<file path="src/rtl/float_fixed_pkg.sv">
// Shared types and helpers for the float-to-fixed converter: FSM states,
// operand classes, exponent bias and fixed-point saturation limits.
package float_fixed_pkg;

    typedef enum logic [2:0] {
        IDLE,
        LOAD,
        ALIGN,
        ROUND,
        PACK,
        DONE
    } state_t;

    typedef enum logic [1:0] {
        CLS_ZERO,
        CLS_NORMAL,
        CLS_INF,
        CLS_NAN
    } op_class_t;

    function automatic int calc_bias(input int ew);
        return (1 << (ew - 1)) - 1;
    endfunction

    // Largest positive value of a signed fix_w-bit word, zero-extended to 64 bits.
    function automatic logic [63:0] sat_pos_limit(input int fix_w);
        return (64'd1 << (fix_w - 1)) - 64'd1;
    endfunction

    // Most negative value of a signed fix_w-bit word, sign-extended to 64 bits.
    function automatic logic [63:0] sat_neg_limit(input int fix_w);
        return ~64'd0 << (fix_w - 1);
    endfunction

endpackage

</file>
<file path="src/rtl/float_to_fixed_conv_if.sv">
// Start/acknowledge handshake, operand and result bundle of the float-to-fixed
// converter; the controller side uses the slave modport.
interface float_to_fixed_conv_if #(
    parameter int EW    = 8,
    parameter int MW    = 23,
    parameter int FIX_W = 32
);
    logic              Begin_FSM_FF;
    logic              RST_FSM_FF;
    logic [EW+MW:0]    Data_in;
    logic [FIX_W-1:0]  Data_out;
    logic              ACK_FF;
    logic              BUSY;
    logic              OVF;
    logic              UNF;
    logic              NAN;

    modport master (
        output Begin_FSM_FF,
        output RST_FSM_FF,
        output Data_in,
        input  Data_out,
        input  ACK_FF,
        input  BUSY,
        input  OVF,
        input  UNF,
        input  NAN
    );

    modport slave (
        input  Begin_FSM_FF,
        input  RST_FSM_FF,
        input  Data_in,
        output Data_out,
        output ACK_FF,
        output BUSY,
        output OVF,
        output UNF,
        output NAN
    );

endinterface

</file>
<file path="src/rtl/float_align_shifter.sv">
// Combinational bidirectional barrel shifter placing the significand at the
// fixed-point binary point; reports guard/sticky on right shifts and overflow.
module float_align_shifter #(
    parameter int EW    = 8,
    parameter int MW    = 23,
    parameter int FIX_W = 32
) (
    input  logic [MW:0]          sig,
    input  logic signed [EW+1:0] k,
    output logic [FIX_W-1:0]     mag,
    output logic                 guard,
    output logic                 sticky,
    output logic                 pre_ovf
);

    localparam int SW = FIX_W + MW + 1;
    localparam int GW = MW + 3;

    logic signed [31:0] k_ext;
    logic [31:0]        n;
    logic [SW-1:0]      wide;
    logic [MW+GW:0]     rsh;
    logic               huge;
    logic               excess;

    always_comb begin
        k_ext  = 32'(k);
        n      = 32'(-k_ext);
        wide   = '0;
        rsh    = '0;
        guard  = 1'b0;
        sticky = 1'b0;
        huge   = 1'b0;
        if (k_ext >= 0) begin
            if (k_ext >= FIX_W) begin
                huge = 1'b1;
            end else begin
                wide = SW'(sig) << k_ext;
            end
        end else if (n > 32'(MW + 2)) begin
            sticky = 1'b1;
        end else begin
            // The GW zero bits below the significand catch everything shifted out.
            rsh    = {sig, {GW{1'b0}}} >> n;
            wide   = SW'(rsh[MW+GW:GW]);
            guard  = rsh[GW-1];
            sticky = |rsh[GW-2:0];
        end
        pre_ovf = huge | (|wide[SW-1:FIX_W-1]);
        excess  = huge | (|wide[SW-1:FIX_W]);
        // Bits lost above the word force all-ones so the packer can never
        // mistake a large value for the exact negative limit.
        mag = excess ? '1 : wide[FIX_W-1:0];
    end

endmodule

</file>
<file path="src/rtl/float_to_fixed_conv.sv">
// Float-to-fixed converter: six-state controller with align/round/pack datapath.
// Define FLOAT_TO_FIXED_RNE_EN for round-to-nearest-even, else truncation.
module float_to_fixed_conv
    import float_fixed_pkg::*;
#(
    parameter int EW     = 8,
    parameter int MW     = 23,
    parameter int FIX_W  = 32,
    parameter int FRAC_W = 16
) (
    input  logic                  CLK,
    input  logic                  RST_FF,
    float_to_fixed_conv_if.slave  bus
);

    localparam int                     BIAS     = calc_bias(EW);
    localparam logic [FIX_W-1:0]       POS_LIM  = FIX_W'(sat_pos_limit(FIX_W));
    localparam logic [FIX_W-1:0]       NEG_LIM  = FIX_W'(sat_neg_limit(FIX_W));
    localparam logic [FIX_W:0]         NEG_MAG  = {1'b0, NEG_LIM};
    localparam logic [EW-1:0]          EXP_ONES = '1;
    localparam logic signed [EW+1:0]   K_OFF    = (EW+2)'(BIAS - FRAC_W + MW);

    state_t            state_reg;
    op_class_t         cls_reg;
    logic [EW+MW:0]    operand_reg;
    logic [FIX_W-1:0]  mag_reg;
    logic              pre_ovf_reg;
    logic [FIX_W:0]    rmag_reg;
    logic [FIX_W-1:0]  data_out_reg;
    logic              ack_reg;
    logic              busy_reg;
    logic              ovf_reg;
    logic              unf_reg;
    logic              nan_reg;

    logic              op_sign;
    logic [EW-1:0]     op_exp;
    logic [MW-1:0]     op_man;
    logic [MW:0]       sig;
    logic signed [EW+1:0] k;
    op_class_t         cls_next;

    logic [FIX_W-1:0]  sh_mag;
    logic              sh_guard;
    logic              sh_sticky;
    logic              sh_pre_ovf;
    logic              round_inc;

    logic [FIX_W-1:0]  pack_data;
    logic              pack_ovf;
    logic              pack_unf;
    logic              pack_nan;
    logic [FIX_W-1:0]  mag_t;
    logic [FIX_W-1:0]  signed_val;
    logic              ovf_fin;

    assign op_sign = operand_reg[EW+MW];
    assign op_exp  = operand_reg[EW+MW-1:MW];
    assign op_man  = operand_reg[MW-1:0];
    assign sig     = {1'b1, op_man};
    assign k       = $signed({2'b00, op_exp}) - K_OFF;

    always_comb begin
        cls_next = CLS_NORMAL;
        if (op_exp == '0) begin
            cls_next = CLS_ZERO;
        end else if (op_exp == EXP_ONES) begin
            cls_next = (op_man == '0) ? CLS_INF : CLS_NAN;
        end
    end

    float_align_shifter #(
        .EW    (EW),
        .MW    (MW),
        .FIX_W (FIX_W)
    ) u_shifter (
        .sig     (sig),
        .k       (k),
        .mag     (sh_mag),
        .guard   (sh_guard),
        .sticky  (sh_sticky),
        .pre_ovf (sh_pre_ovf)
    );

`ifdef FLOAT_TO_FIXED_RNE_EN
    logic guard_reg;
    logic sticky_reg;

    always_ff @(posedge CLK) begin
        if (RST_FF) begin
            guard_reg  <= 1'b0;
            sticky_reg <= 1'b0;
        end else if (state_reg == ALIGN) begin
            guard_reg  <= sh_guard;
            sticky_reg <= sh_sticky;
        end
    end

    // Round up above half, or on an exact half when the magnitude is odd.
    assign round_inc = guard_reg & (sticky_reg | mag_reg[0]);
`else
    // Truncation toward zero: the bits shifted out play no part.
    logic unused_lost;
    assign unused_lost = sh_guard | sh_sticky;
    assign round_inc   = 1'b0;
`endif

    always_comb begin
        mag_t      = rmag_reg[FIX_W-1:0];
        signed_val = op_sign ? (~mag_t + FIX_W'(1)) : mag_t;
        // A magnitude of exactly 2^(FIX_W-1) is representable when negative.
        ovf_fin    = (pre_ovf_reg | rmag_reg[FIX_W] | rmag_reg[FIX_W-1])
                     & ~(op_sign & (rmag_reg == NEG_MAG));
        pack_data  = '0;
        pack_ovf   = 1'b0;
        pack_unf   = 1'b0;
        pack_nan   = 1'b0;
        case (cls_reg)
            CLS_ZERO: begin
                pack_data = '0;
            end
            CLS_NAN: begin
                pack_data = POS_LIM;
                pack_nan  = 1'b1;
            end
            CLS_INF: begin
                pack_data = op_sign ? NEG_LIM : POS_LIM;
                pack_ovf  = 1'b1;
            end
            default: begin
                if (ovf_fin) begin
                    pack_data = op_sign ? NEG_LIM : POS_LIM;
                    pack_ovf  = 1'b1;
                end else begin
                    pack_data = signed_val;
                    pack_unf  = (rmag_reg == '0);
                end
            end
        endcase
    end

    always_ff @(posedge CLK) begin
        if (RST_FF) begin
            state_reg    <= IDLE;
            cls_reg      <= CLS_ZERO;
            operand_reg  <= '0;
            mag_reg      <= '0;
            pre_ovf_reg  <= 1'b0;
            rmag_reg     <= '0;
            data_out_reg <= '0;
            ack_reg      <= 1'b0;
            busy_reg     <= 1'b0;
            ovf_reg      <= 1'b0;
            unf_reg      <= 1'b0;
            nan_reg      <= 1'b0;
        end else begin
            case (state_reg)
                IDLE: begin
                    if (bus.Begin_FSM_FF) begin
                        operand_reg <= bus.Data_in;
                        busy_reg    <= 1'b1;
                        state_reg   <= LOAD;
                    end
                end
                LOAD: begin
                    cls_reg   <= cls_next;
                    state_reg <= ALIGN;
                end
                ALIGN: begin
                    mag_reg     <= sh_mag;
                    pre_ovf_reg <= sh_pre_ovf;
                    state_reg   <= ROUND;
                end
                ROUND: begin
                    rmag_reg  <= {1'b0, mag_reg} + (FIX_W+1)'(round_inc);
                    state_reg <= PACK;
                end
                PACK: begin
                    data_out_reg <= pack_data;
                    ovf_reg      <= pack_ovf;
                    unf_reg      <= pack_unf;
                    nan_reg      <= pack_nan;
                    state_reg    <= DONE;
                end
                DONE: begin
                    // A start arriving with the clear is dropped; it must be re-issued in IDLE.
                    if (bus.RST_FSM_FF) begin
                        ack_reg   <= 1'b0;
                        busy_reg  <= 1'b0;
                        state_reg <= IDLE;
                    end else begin
                        ack_reg <= 1'b1;
                    end
                end
                default: begin
                    ack_reg   <= 1'b0;
                    busy_reg  <= 1'b0;
                    state_reg <= IDLE;
                end
            endcase
        end
    end

    assign bus.Data_out = data_out_reg;
    assign bus.ACK_FF   = ack_reg;
    assign bus.BUSY     = busy_reg;
    assign bus.OVF      = ovf_reg;
    assign bus.UNF      = unf_reg;
    assign bus.NAN      = nan_reg;

endmodule

</file>
<file path="src/flat_wrapper.sv">
// flat-port wrapper written by rule: the top's interface ports become plain ports
module float_to_fixed_conv_flat import float_fixed_pkg::*;
#(
    parameter int EW     = 8,
    parameter int MW     = 23,
    parameter int FIX_W  = 32,
    parameter int FRAC_W = 16
)
  (CLK, RST_FF, bus_Begin_FSM_FF, bus_RST_FSM_FF, bus_Data_in, bus_Data_out, bus_ACK_FF, bus_BUSY, bus_OVF, bus_UNF, bus_NAN);
  float_to_fixed_conv_if #(.EW(EW), .MW(MW), .FIX_W(FIX_W)) bus_i ();
  input  logic CLK;
  input  logic RST_FF;
  input wire logic [$bits(bus_i.Begin_FSM_FF)-1:0] bus_Begin_FSM_FF;
  input wire logic [$bits(bus_i.RST_FSM_FF)-1:0] bus_RST_FSM_FF;
  input wire logic [$bits(bus_i.Data_in)-1:0] bus_Data_in;
  output wire logic [$bits(bus_i.Data_out)-1:0] bus_Data_out;
  output wire logic [$bits(bus_i.ACK_FF)-1:0] bus_ACK_FF;
  output wire logic [$bits(bus_i.BUSY)-1:0] bus_BUSY;
  output wire logic [$bits(bus_i.OVF)-1:0] bus_OVF;
  output wire logic [$bits(bus_i.UNF)-1:0] bus_UNF;
  output wire logic [$bits(bus_i.NAN)-1:0] bus_NAN;
  assign bus_i.Begin_FSM_FF = bus_Begin_FSM_FF;
  assign bus_i.RST_FSM_FF = bus_RST_FSM_FF;
  assign bus_i.Data_in = bus_Data_in;
  assign bus_Data_out = bus_i.Data_out;
  assign bus_ACK_FF = bus_i.ACK_FF;
  assign bus_BUSY = bus_i.BUSY;
  assign bus_OVF = bus_i.OVF;
  assign bus_UNF = bus_i.UNF;
  assign bus_NAN = bus_i.NAN;
  float_to_fixed_conv #(.EW(EW), .MW(MW), .FIX_W(FIX_W), .FRAC_W(FRAC_W)) u_core (.CLK(CLK), .RST_FF(RST_FF), .bus(bus_i));
endmodule
</file>
<file path="config.mk">
export PLATFORM = sky130hd
export DESIGN_NAME = float_to_fixed_conv_flat
export DESIGN_NICKNAME = d
export VERILOG_FILES = /design/src/rtl/float_fixed_pkg.sv /design/src/rtl/float_to_fixed_conv_if.sv /design/src/rtl/float_align_shifter.sv /design/src/rtl/float_to_fixed_conv.sv /design/src/flat_wrapper.sv
export SDC_FILE = /design/constraint.sdc
export NUM_CORES = 1
export LEC_CHECK = 0
export CAP_MARGIN = 20
export CORE_MARGIN = 3
export CORE_UTILIZATION = 49
export CTS_BUF_LIST = sky130_fd_sc_hd__clkbuf_8 sky130_fd_sc_hd__clkbuf_16
export CTS_CLUSTER_DIAMETER = 60
export DETAILED_ROUTE_END_ITERATION = 8
export GPL_TIMING_DRIVEN = 0
export PLACE_DENSITY_LB_ADDON = 0.08
export SETUP_SLACK_MARGIN = 0.1
export SLEW_MARGIN = 30
export SYNTH_ARGS = -nofsm -noshare
export SYNTH_HDL_FRONTEND = slang
export SYNTH_SLANG_ARGS = --single-unit
</file>
<file path="constraint.sdc">
create_clock -name CLK -period 8.2 [get_ports CLK]
set_clock_uncertainty 0.05 [all_clocks]
set_input_delay 1.23 -clock CLK [delete_from_list [all_inputs] [get_ports CLK]]
set_output_delay 1.23 -clock CLK [all_outputs]
set_load 0.05 [all_outputs]
</file>
### After elaboration in Yosys (flattened, before gate mapping)

Index checks and enable logic that the tools add are counted.

* output and inout port bits: 37
* input port bits: 36
* word-level logic and storage cells: 79
* register bits: 139

* equal/unequal tests: 11
* shift operators: 2
* bitwise logic cells: 8
* mux-type cells: 26
* reductions and logical operators: 14
* order comparisons: 3
* $add $sub $neg: 3

Operator list (number)
* 32-bit 2-to-1 mux: 4
* 56-bit 2-to-1 mux: 2
* 32-bit one-hot mux with 3 select lines: 1
* 24-bit by 32-bit << shifter with 56-bit output: 1
* 50-bit by 32-bit >> shifter with 50-bit output: 1
* 33-bit logical NOT: 1
* 32-bit by 1-bit adder with 32-bit output (second input constant): 1
* 32-bit equality test (second input constant): 1
* 32-bit by 5-bit > comparator with 1-bit output (second input constant): 1
* 9-bit negator with 32-bit output: 1
* 32-bit inverter: 1
* 25-bit OR reduction: 1
* 24-bit 2-to-1 mux: 1
* 24-bit OR reduction: 1
* 23-bit logical NOT: 1
* 3-bit one-hot mux with 6 select lines: 1
* 1-bit 2-to-1 mux: 10
* 9-bit by 1-bit greater-or-equal comparator with 1-bit output (second input constant): 1
* 9-bit by 7-bit greater-or-equal comparator with 1-bit output (second input constant): 1
* 8-bit by 8-bit subtractor with 9-bit output (second input constant): 1
* 8-bit equality test (second input constant): 1
* 8-bit logical NOT: 1
* 3-bit by 2-bit equality test with 1-bit output (second input constant): 2
* 3-bit equality test (second input constant): 2
* other kinds (18): 28

### Longest topological paths before layout

* depth in word-level cells: 8
* mapped depth: 17
* depth with buffers taken out: 13

### Cells and area by module

From an unflattened synthesis, not the netlist that was laid out.

* cells, all modules: 1468
* area, all modules: 11085.6 µm²

Modules (own cells, without submodules)
* float_to_fixed_conv: instances 1, cells each 759, seq. area each 2782.7 µm², area each 5947.0 µm²
* float_align_shifter: instances 1, cells each 709, seq. area each 0.0 µm², area each 5138.7 µm²

### Least setup slack after synthesis

Ideal clock, no wire load.

* kind: register to register
* start point: reg u_core.operand_reg[24]
* end point: reg u_core.mag_reg[13]
* arrival: 4173 ps
* library setup time: 91 ps
* required time: 8059 ps
* clock period less this slack: 4314 ps
* buffers on the path: 4
* slack: 3886 ps
* stages on the path, launching flop included: 17
* cell sequence: dfxtp_1 ha_1 buf_6 xor2_2 buf_2 nand2_1 or3_1 clkbuf_1 or2_2 ha_1 nor4b_1 nand4_1 or4_4 nor3_4 buf_4 nand3_1 a311oi_1

* word-level cells in the longest chain between the ends: 7
* elaborated cells on any way between the ends: 15
* classes of those cells: add/sub (2); order compare (3); shift (2); mux (6); bitwise (1); reduce/logical (1)

RTL lines
* start, declared: line float_to_fixed_conv.sv:25 `logic [EW+MW:0] operand_reg;`
* start signal, assigned: line float_to_fixed_conv.sv:160 `operand_reg <= bus.Data_in;`
* 8-bit by 8-bit subtractor with 9-bit output *: line float_to_fixed_conv.sv:61 `assign k = $signed({2'b00, op_exp}) - K_OFF;`
* parallel branches: the longest is 5 deep, another holds 9-bit negator with 32-bit output
* 32-bit 2-to-1 mux *: line float_align_shifter.sv:53 `mag = excess ? '1 : wide[FIX_W-1:0];`
* end signal, assigned: line float_to_fixed_conv.sv:170 `mag_reg <= sh_mag;`
* end, declared: line float_to_fixed_conv.sv:26 `logic [FIX_W-1:0] mag_reg;`

Every way passes the cells marked *.
A chain may end at the register's enable or synchronous reset.

### Worst setup path in the final report

* start point: reg u_core.operand_reg[23]
* end point: reg u_core.mag_reg[14]

The elaborated chain is that of the path after synthesis.

==> impl_results.html <==
<table>
<tr><th>Metric</th><th>Value</th></tr>
<tr><th colspan="2">Run status</th></tr>
<tr><td>Status</td><td>complete, no violations</td></tr>
<tr><th colspan="2">Yosys</th></tr>
<tr><td>Netlist Area Pre-Place</td><td>about 0.010 mm²</td></tr>
<tr><td>Share of flip-flops with an asynchronous set or reset after synthesis</td><td>0%</td></tr>
<tr><td>Cell count after synthesis</td><td>about 1,400</td></tr>
<tr><td>Post-synthesis net count</td><td>1,408</td></tr>
<tr><td>Post-synth cell types</td><td>82</td></tr>
<tr><td>Dominant register cell in the synthesized netlist</td><td>sky130_fd_sc_hd__dfxtp_1</td></tr>
<tr><td>Yosys Warn Count</td><td>0</td></tr>
<tr><td>Sequential share of the synthesized area</td><td>roughly 28%</td></tr>
<tr><td>Synthesized area per cell</td><td>approximately 7.5 µm²</td></tr>
<tr><td>Number of register bits inferred by synthesis</td><td>between 100 and 150</td></tr>
<tr><td>Number of enable-type register cells in the synthesized netlist</td><td>0</td></tr>
<tr><th colspan="2">Critical path</th></tr>
<tr><td>Capture point of the worst path</td><td>u_core.mag_reg[14]</td></tr>
<tr><td>Critical path required time</td><td>8.49 ns</td></tr>
<tr><td>Depth of the most critical reg-to-reg path</td><td>17</td></tr>
<tr><td>Type of the worst setup path</td><td>flop to flop</td></tr>
<tr><td>Launching element of the worst setup path</td><td>u_core.operand_reg[23]</td></tr>
<tr><td>Setup slack of the worst register-to-register path</td><td>2.54 ns</td></tr>
<tr><td>Kind of capture point of the worst setup path</td><td>flop</td></tr>
<tr><td>Origin of the critical flop-to-flop path</td><td>u_core.operand_reg[23]</td></tr>
<tr><td>Worst reg2reg endpoint</td><td>u_core.mag_reg[14]</td></tr>
<tr><td>Worst-path maximum fanout</td><td>11</td></tr>
<tr><td>Launching element type of the critical path</td><td>flop</td></tr>
<tr><td>Crit path arrival time</td><td>just under 6 ns</td></tr>
<tr><th colspan="2">Clock tree</th></tr>
<tr><td>Clock tree from TritonCTS</td><td>yes</td></tr>
<tr><td>Quantity of gates resized following cts</td><td>0</td></tr>
<tr><td>Post-CTS setup-driven buffer insertion count</td><td>0</td></tr>
<tr><td>CTS Root Cell</td><td>sky130_fd_sc_hd__clkbuf_16</td></tr>
<tr><td>Clock transition at the registers of the reported paths</td><td>0.07 ns</td></tr>
<tr><td>Insertion delay to the later sink of the worst-skew pair</td><td>between 0.4 and 0.5 ns</td></tr>
<tr><td>Cts-stage hold buffer count</td><td>0</td></tr>
<tr><td>Number of buffers on the longest clock path</td><td>2</td></tr>
<tr><td>H-Tree Depth</td><td>4</td></tr>
<tr><td>Number of CTS-inserted buffers</td><td>17</td></tr>
<tr><td># clock sinks</td><td>around 140</td></tr>
<tr><th colspan="2">Route</th></tr>
<tr><td>Wire length the detailed router placed on met1</td><td>about 15,000 µm</td></tr>
<tr><td>Via count</td><td>around 11,000</td></tr>
<tr><td>Post-route DRC</td><td>0</td></tr>
<tr><td>WL met3</td><td>~2300 µm</td></tr>
<tr><td>Number of violations reported at the end of detailed-routing iteration 0</td><td>1,121</td></tr>
<tr><td>Average wire length per cell after detail routing</td><td>~21 µm</td></tr>
<tr><td>Number of nets with antenna violations after detailed routing</td><td>0</td></tr>
<tr><td>Uppermost signal routing layer after detailed routing</td><td>met4</td></tr>
<tr><td>Drt total wl</td><td>36,200 µm</td></tr>
<tr><td>Via density</td><td>6.19</td></tr>
<tr><td>Met2 wire len</td><td>17,500 µm</td></tr>
<tr><td>Pre-antenna DRT Iters</td><td>5</td></tr>
<tr><th colspan="2">Timing</th></tr>
<tr><td>Setup repair after global routing missed its margin</td><td>no</td></tr>
<tr><td>Actual transition at the worst max-transition pin</td><td>just under 1 ns</td></tr>
<tr><td>Setup WS post-layout</td><td>roughly 2.5 ns</td></tr>
<tr><td>Final Critical Period</td><td>~5.7 ns</td></tr>
<tr><td>Final period util</td><td>69.1%</td></tr>
<tr><td>FMAX</td><td>177 MHz</td></tr>
<tr><td>Final number of setup-violating endpoints</td><td>0</td></tr>
<tr><td>Total count of max-transition violations in the final report</td><td>0</td></tr>
<tr><td>Relative max-transition margin</td><td>between 30% and 40%</td></tr>
<tr><td>Setup TNS after final layout</td><td>0 ns</td></tr>
<tr><td>Final Hold Vio Count</td><td>0</td></tr>
<tr><th colspan="2">Floorplanning</th></tr>
<tr><td>Cell row count</td><td>51</td></tr>
<tr><td>Width of the die</td><td>roughly 150 µm</td></tr>
<tr><td>Die height</td><td>around 150 µm</td></tr>
<tr><td>Floorplan die area</td><td>roughly 0.022 mm²</td></tr>
<tr><td>Boundary Pins</td><td>73</td></tr>
<tr><td>Core region area</td><td>0.0198 mm²</td></tr>
<tr><td>Initial Util</td><td>51.0%</td></tr>
<tr><th colspan="2">Power and ir drop</th></tr>
<tr><td>Static leakage</td><td>~3.9 nW</td></tr>
<tr><td>Max VDD drop</td><td>roughly 130 µV</td></tr>
<tr><td>Switching share of total power</td><td>39.3%</td></tr>
<tr><td>Proportion of power drawn by the clock network</td><td>about a third</td></tr>
<tr><td>Switching power total</td><td>between 0.0009 and 0.001 W</td></tr>
<tr><td>Share of power burned in combinational logic</td><td>34.2%</td></tr>
<tr><td>Sequential fraction of design power</td><td>~33%</td></tr>
<tr><td>Power density relative to cell area</td><td>a little under 200 mW/mm²</td></tr>
<tr><td>Internal power summed over all cells</td><td>0.00140 W</td></tr>
<tr><th colspan="2">Layout</th></tr>
<tr><td>Count of filler cells inserted in the layout</td><td>~2,000</td></tr>
<tr><td>Share of cells above drive strength 1</td><td>between 9 and 10%</td></tr>
<tr><td>Net count, final</td><td>between 1,000 and 1,500</td></tr>
<tr><td>Combined area of the multi-input logic cells</td><td>roughly 0.0068 mm²</td></tr>
<tr><td>Antenna Cells</td><td>0</td></tr>
<tr><td>Sequential standard cell area</td><td>about 0.0028 mm²</td></tr>
<tr><td>Syn-to-layout area delta</td><td>16.1%</td></tr>
<tr><th colspan="2">GRT</th></tr>
<tr><td>Number of antenna violations at the first check in global routing</td><td>0</td></tr>
<tr><td>Total congestion overflow</td><td>0</td></tr>
<tr><td>Via count of the first global-routing pass</td><td>9,949</td></tr>
<tr><td>Global routing usage summed across all routing layers</td><td>between 30% and 40%</td></tr>
<tr><td>Largest net degree at the start of global routing</td><td>17</td></tr>
<tr><td>Global-route wire length before repair</td><td>56,300 µm</td></tr>
<tr><th colspan="2">Hold path</th></tr>
<tr><td>Worst min-delay path class</td><td>flop to flop</td></tr>
<tr><th colspan="2">Run</th></tr>
<tr><td>MaxCap Viol Count</td><td>0</td></tr>
<tr><th colspan="2">Placed design</th></tr>
<tr><td>Detailed placement HPWL</td><td>~28,000 µm</td></tr>
<tr><td>Worst-case setup slack after placement</td><td>2.68 ns</td></tr>
<tr><td>Global placer's final weighted congestion</td><td>0.994</td></tr>
<tr><td>Number of input and output port buffers inserted</td><td>71</td></tr>
</table>
-- area by class of cell --
cell class                      count  area share, %
Buffer                            130           4.58
Timing Repair Buffer               71           6.05
Inverter                           13          0.416
Tap cell                          265           2.82
Clock buffer                       17           3.62
Clock inverter                     15           1.25
Sequential cell                   139           23.7
Multi-Input combinational cell   1075           57.6
-- worst max-delay path, cell delays in order (launching register included) --
cell                       delay (ns)
sky130_fd_sc_hd__dfxtp_1         0.33
sky130_fd_sc_hd__buf_2           0.22
sky130_fd_sc_hd__inv_1           0.13
sky130_fd_sc_hd__clkbuf_1        0.47
sky130_fd_sc_hd__buf_1           0.52
sky130_fd_sc_hd__clkbuf_1        0.57
sky130_fd_sc_hd__ha_1            0.25
sky130_fd_sc_hd__buf_2           0.23
sky130_fd_sc_hd__nand2_1         0.21
sky130_fd_sc_hd__or2_2           0.34
sky130_fd_sc_hd__ha_1            0.26
sky130_fd_sc_hd__nor4b_1         0.28
sky130_fd_sc_hd__nand4_1         0.17
sky130_fd_sc_hd__or4_4           0.57
sky130_fd_sc_hd__nor3_2          0.34
sky130_fd_sc_hd__buf_4           0.24
sky130_fd_sc_hd__nand2_1         0.13
sky130_fd_sc_hd__a41oi_1         0.24
-- cells in the mapped netlist, types with 5 or more instances --
cell type	number	area, µm²
sky130_fd_sc_hd__a211oi_1	44	330
sky130_fd_sc_hd__a21o_1	5	37.5
sky130_fd_sc_hd__a21oi_1	138	691
sky130_fd_sc_hd__a221oi_1	5	43.8
sky130_fd_sc_hd__a22oi_1	9	67.6
sky130_fd_sc_hd__a311oi_1	16	140
sky130_fd_sc_hd__a31oi_1	21	131
sky130_fd_sc_hd__and2_1	10	62.6
sky130_fd_sc_hd__and3_1	7	43.8
sky130_fd_sc_hd__buf_1	12	45.0
sky130_fd_sc_hd__buf_2	22	110
sky130_fd_sc_hd__clkbuf_1	92	345
sky130_fd_sc_hd__dfxtp_1	139	2780
sky130_fd_sc_hd__ha_1	15	188
sky130_fd_sc_hd__inv_1	13	48.8
sky130_fd_sc_hd__mux2_2	21	236
sky130_fd_sc_hd__mux2i_1	42	420
sky130_fd_sc_hd__mux4_2	29	653
sky130_fd_sc_hd__nand2_1	257	965
sky130_fd_sc_hd__nand3_1	23	115
sky130_fd_sc_hd__nand4_1	6	37.5
sky130_fd_sc_hd__nor2_1	141	529
sky130_fd_sc_hd__nor2b_1	14	87.6
sky130_fd_sc_hd__nor3_1	30	150
sky130_fd_sc_hd__nor4_1	9	56.3
sky130_fd_sc_hd__nor4b_1	5	43.8
sky130_fd_sc_hd__o211ai_1	11	82.6
sky130_fd_sc_hd__o21ai_0	58	290
sky130_fd_sc_hd__o21ai_1	8	40.0
sky130_fd_sc_hd__o221ai_1	8	70.1
sky130_fd_sc_hd__o22ai_1	18	113
sky130_fd_sc_hd__o31ai_1	8	60.1
sky130_fd_sc_hd__or2_2	11	68.8
sky130_fd_sc_hd__or3_1	8	50.1
sky130_fd_sc_hd__xnor2_1	12	105
sky130_fd_sc_hd__xor2_1	5	43.8
-- power groups by stage --
stage          clock network (W)  logic [W]  registers (W)
3_5_place_dp                   0   0.000771       0.000772
6_report                0.000764   0.000792       0.000758
2_1_floorplan                  0   0.000526       0.000785
5_1_grt                 0.000801   0.000851       0.000763
3_3_place_gp                   0   0.000770       0.000771
4_1_cts                 0.000773   0.000774       0.000757
-- cell families after synthesis --
| group | Yosys count | synth area share [%] |
|---|---|---|
| XOR/XNOR | 19 | 1.79 |
| AO/OA/AOI/OAI | 391 | 24.8 |
| multiplexers | 92 | 12.9 |
| AND/OR/NAND/NOR | 558 | 25.3 |
| buffers and inverters | 143 | 5.80 |
| adder cells (fa/ha/maj) | 15 | 1.86 |
| flip-flops | 139 | 27.5 |
-- worst min path at each step --
stage	start	endpoint	slack, ns	depth (start not counted)
finish	u_core.mag_reg[31]	u_core.rmag_reg[31]	0.41	2
floorplan	u_core.mag_reg[14]	u_core.rmag_reg[14]	0.38	2
CTS	u_core.mag_reg[27]	u_core.rmag_reg[27]	0.41	2
detailed placement	u_core.mag_reg[2]	u_core.rmag_reg[2]	0.39	2
global placement	u_core.mag_reg[27]	u_core.rmag_reg[27]	0.39	2
global route	u_core.mag_reg[27]	u_core.rmag_reg[27]	0.42	2
-- cells in the final DEF, fill, tap and decap left out, drive strengths merged, types with 23 or more instances in the layout --
cell type / Yosys / layout
a211oi: 44 / 44
nor3: 32 / 32
nand2: 257 / 257
nor2: 142 / 142
clkbuf: 92 / 109
inv: 13 / 25
buf: 38 / 38
nand3: 23 / 23
clkdlybuf4s50: 0 / 71
a21oi: 139 / 139
mux4: 29 / 29
dfxtp: 139 / 139
o21ai: 67 / 67
mux2i: 42 / 42
-- metal layers --
layer  GRT usage, %  vias to the layer above
met3           3.94                      109
met4           16.6                        0
met2           55.5                      518
met1           39.4                     4940
li1               -                     5119
met5              0                        -
-- per-stage QoR --
step	hold slack (ns)	cells	total power [W]	util [%]	instance area (µm²)
after floorplan	0.382	1357	0.00131	-	10100
after global placement	0.394	1693	0.00154	56.2	11200
after detailed placement	0.395	1693	0.00154	56.3	11200
after CTS	0.407	1725	0.00230	59.2	11700
after global routing	0.424	1725	0.00241	59.2	11700
final	0.409	1725	0.00231	59.2	11700
(Power assumes the default switching activity.)
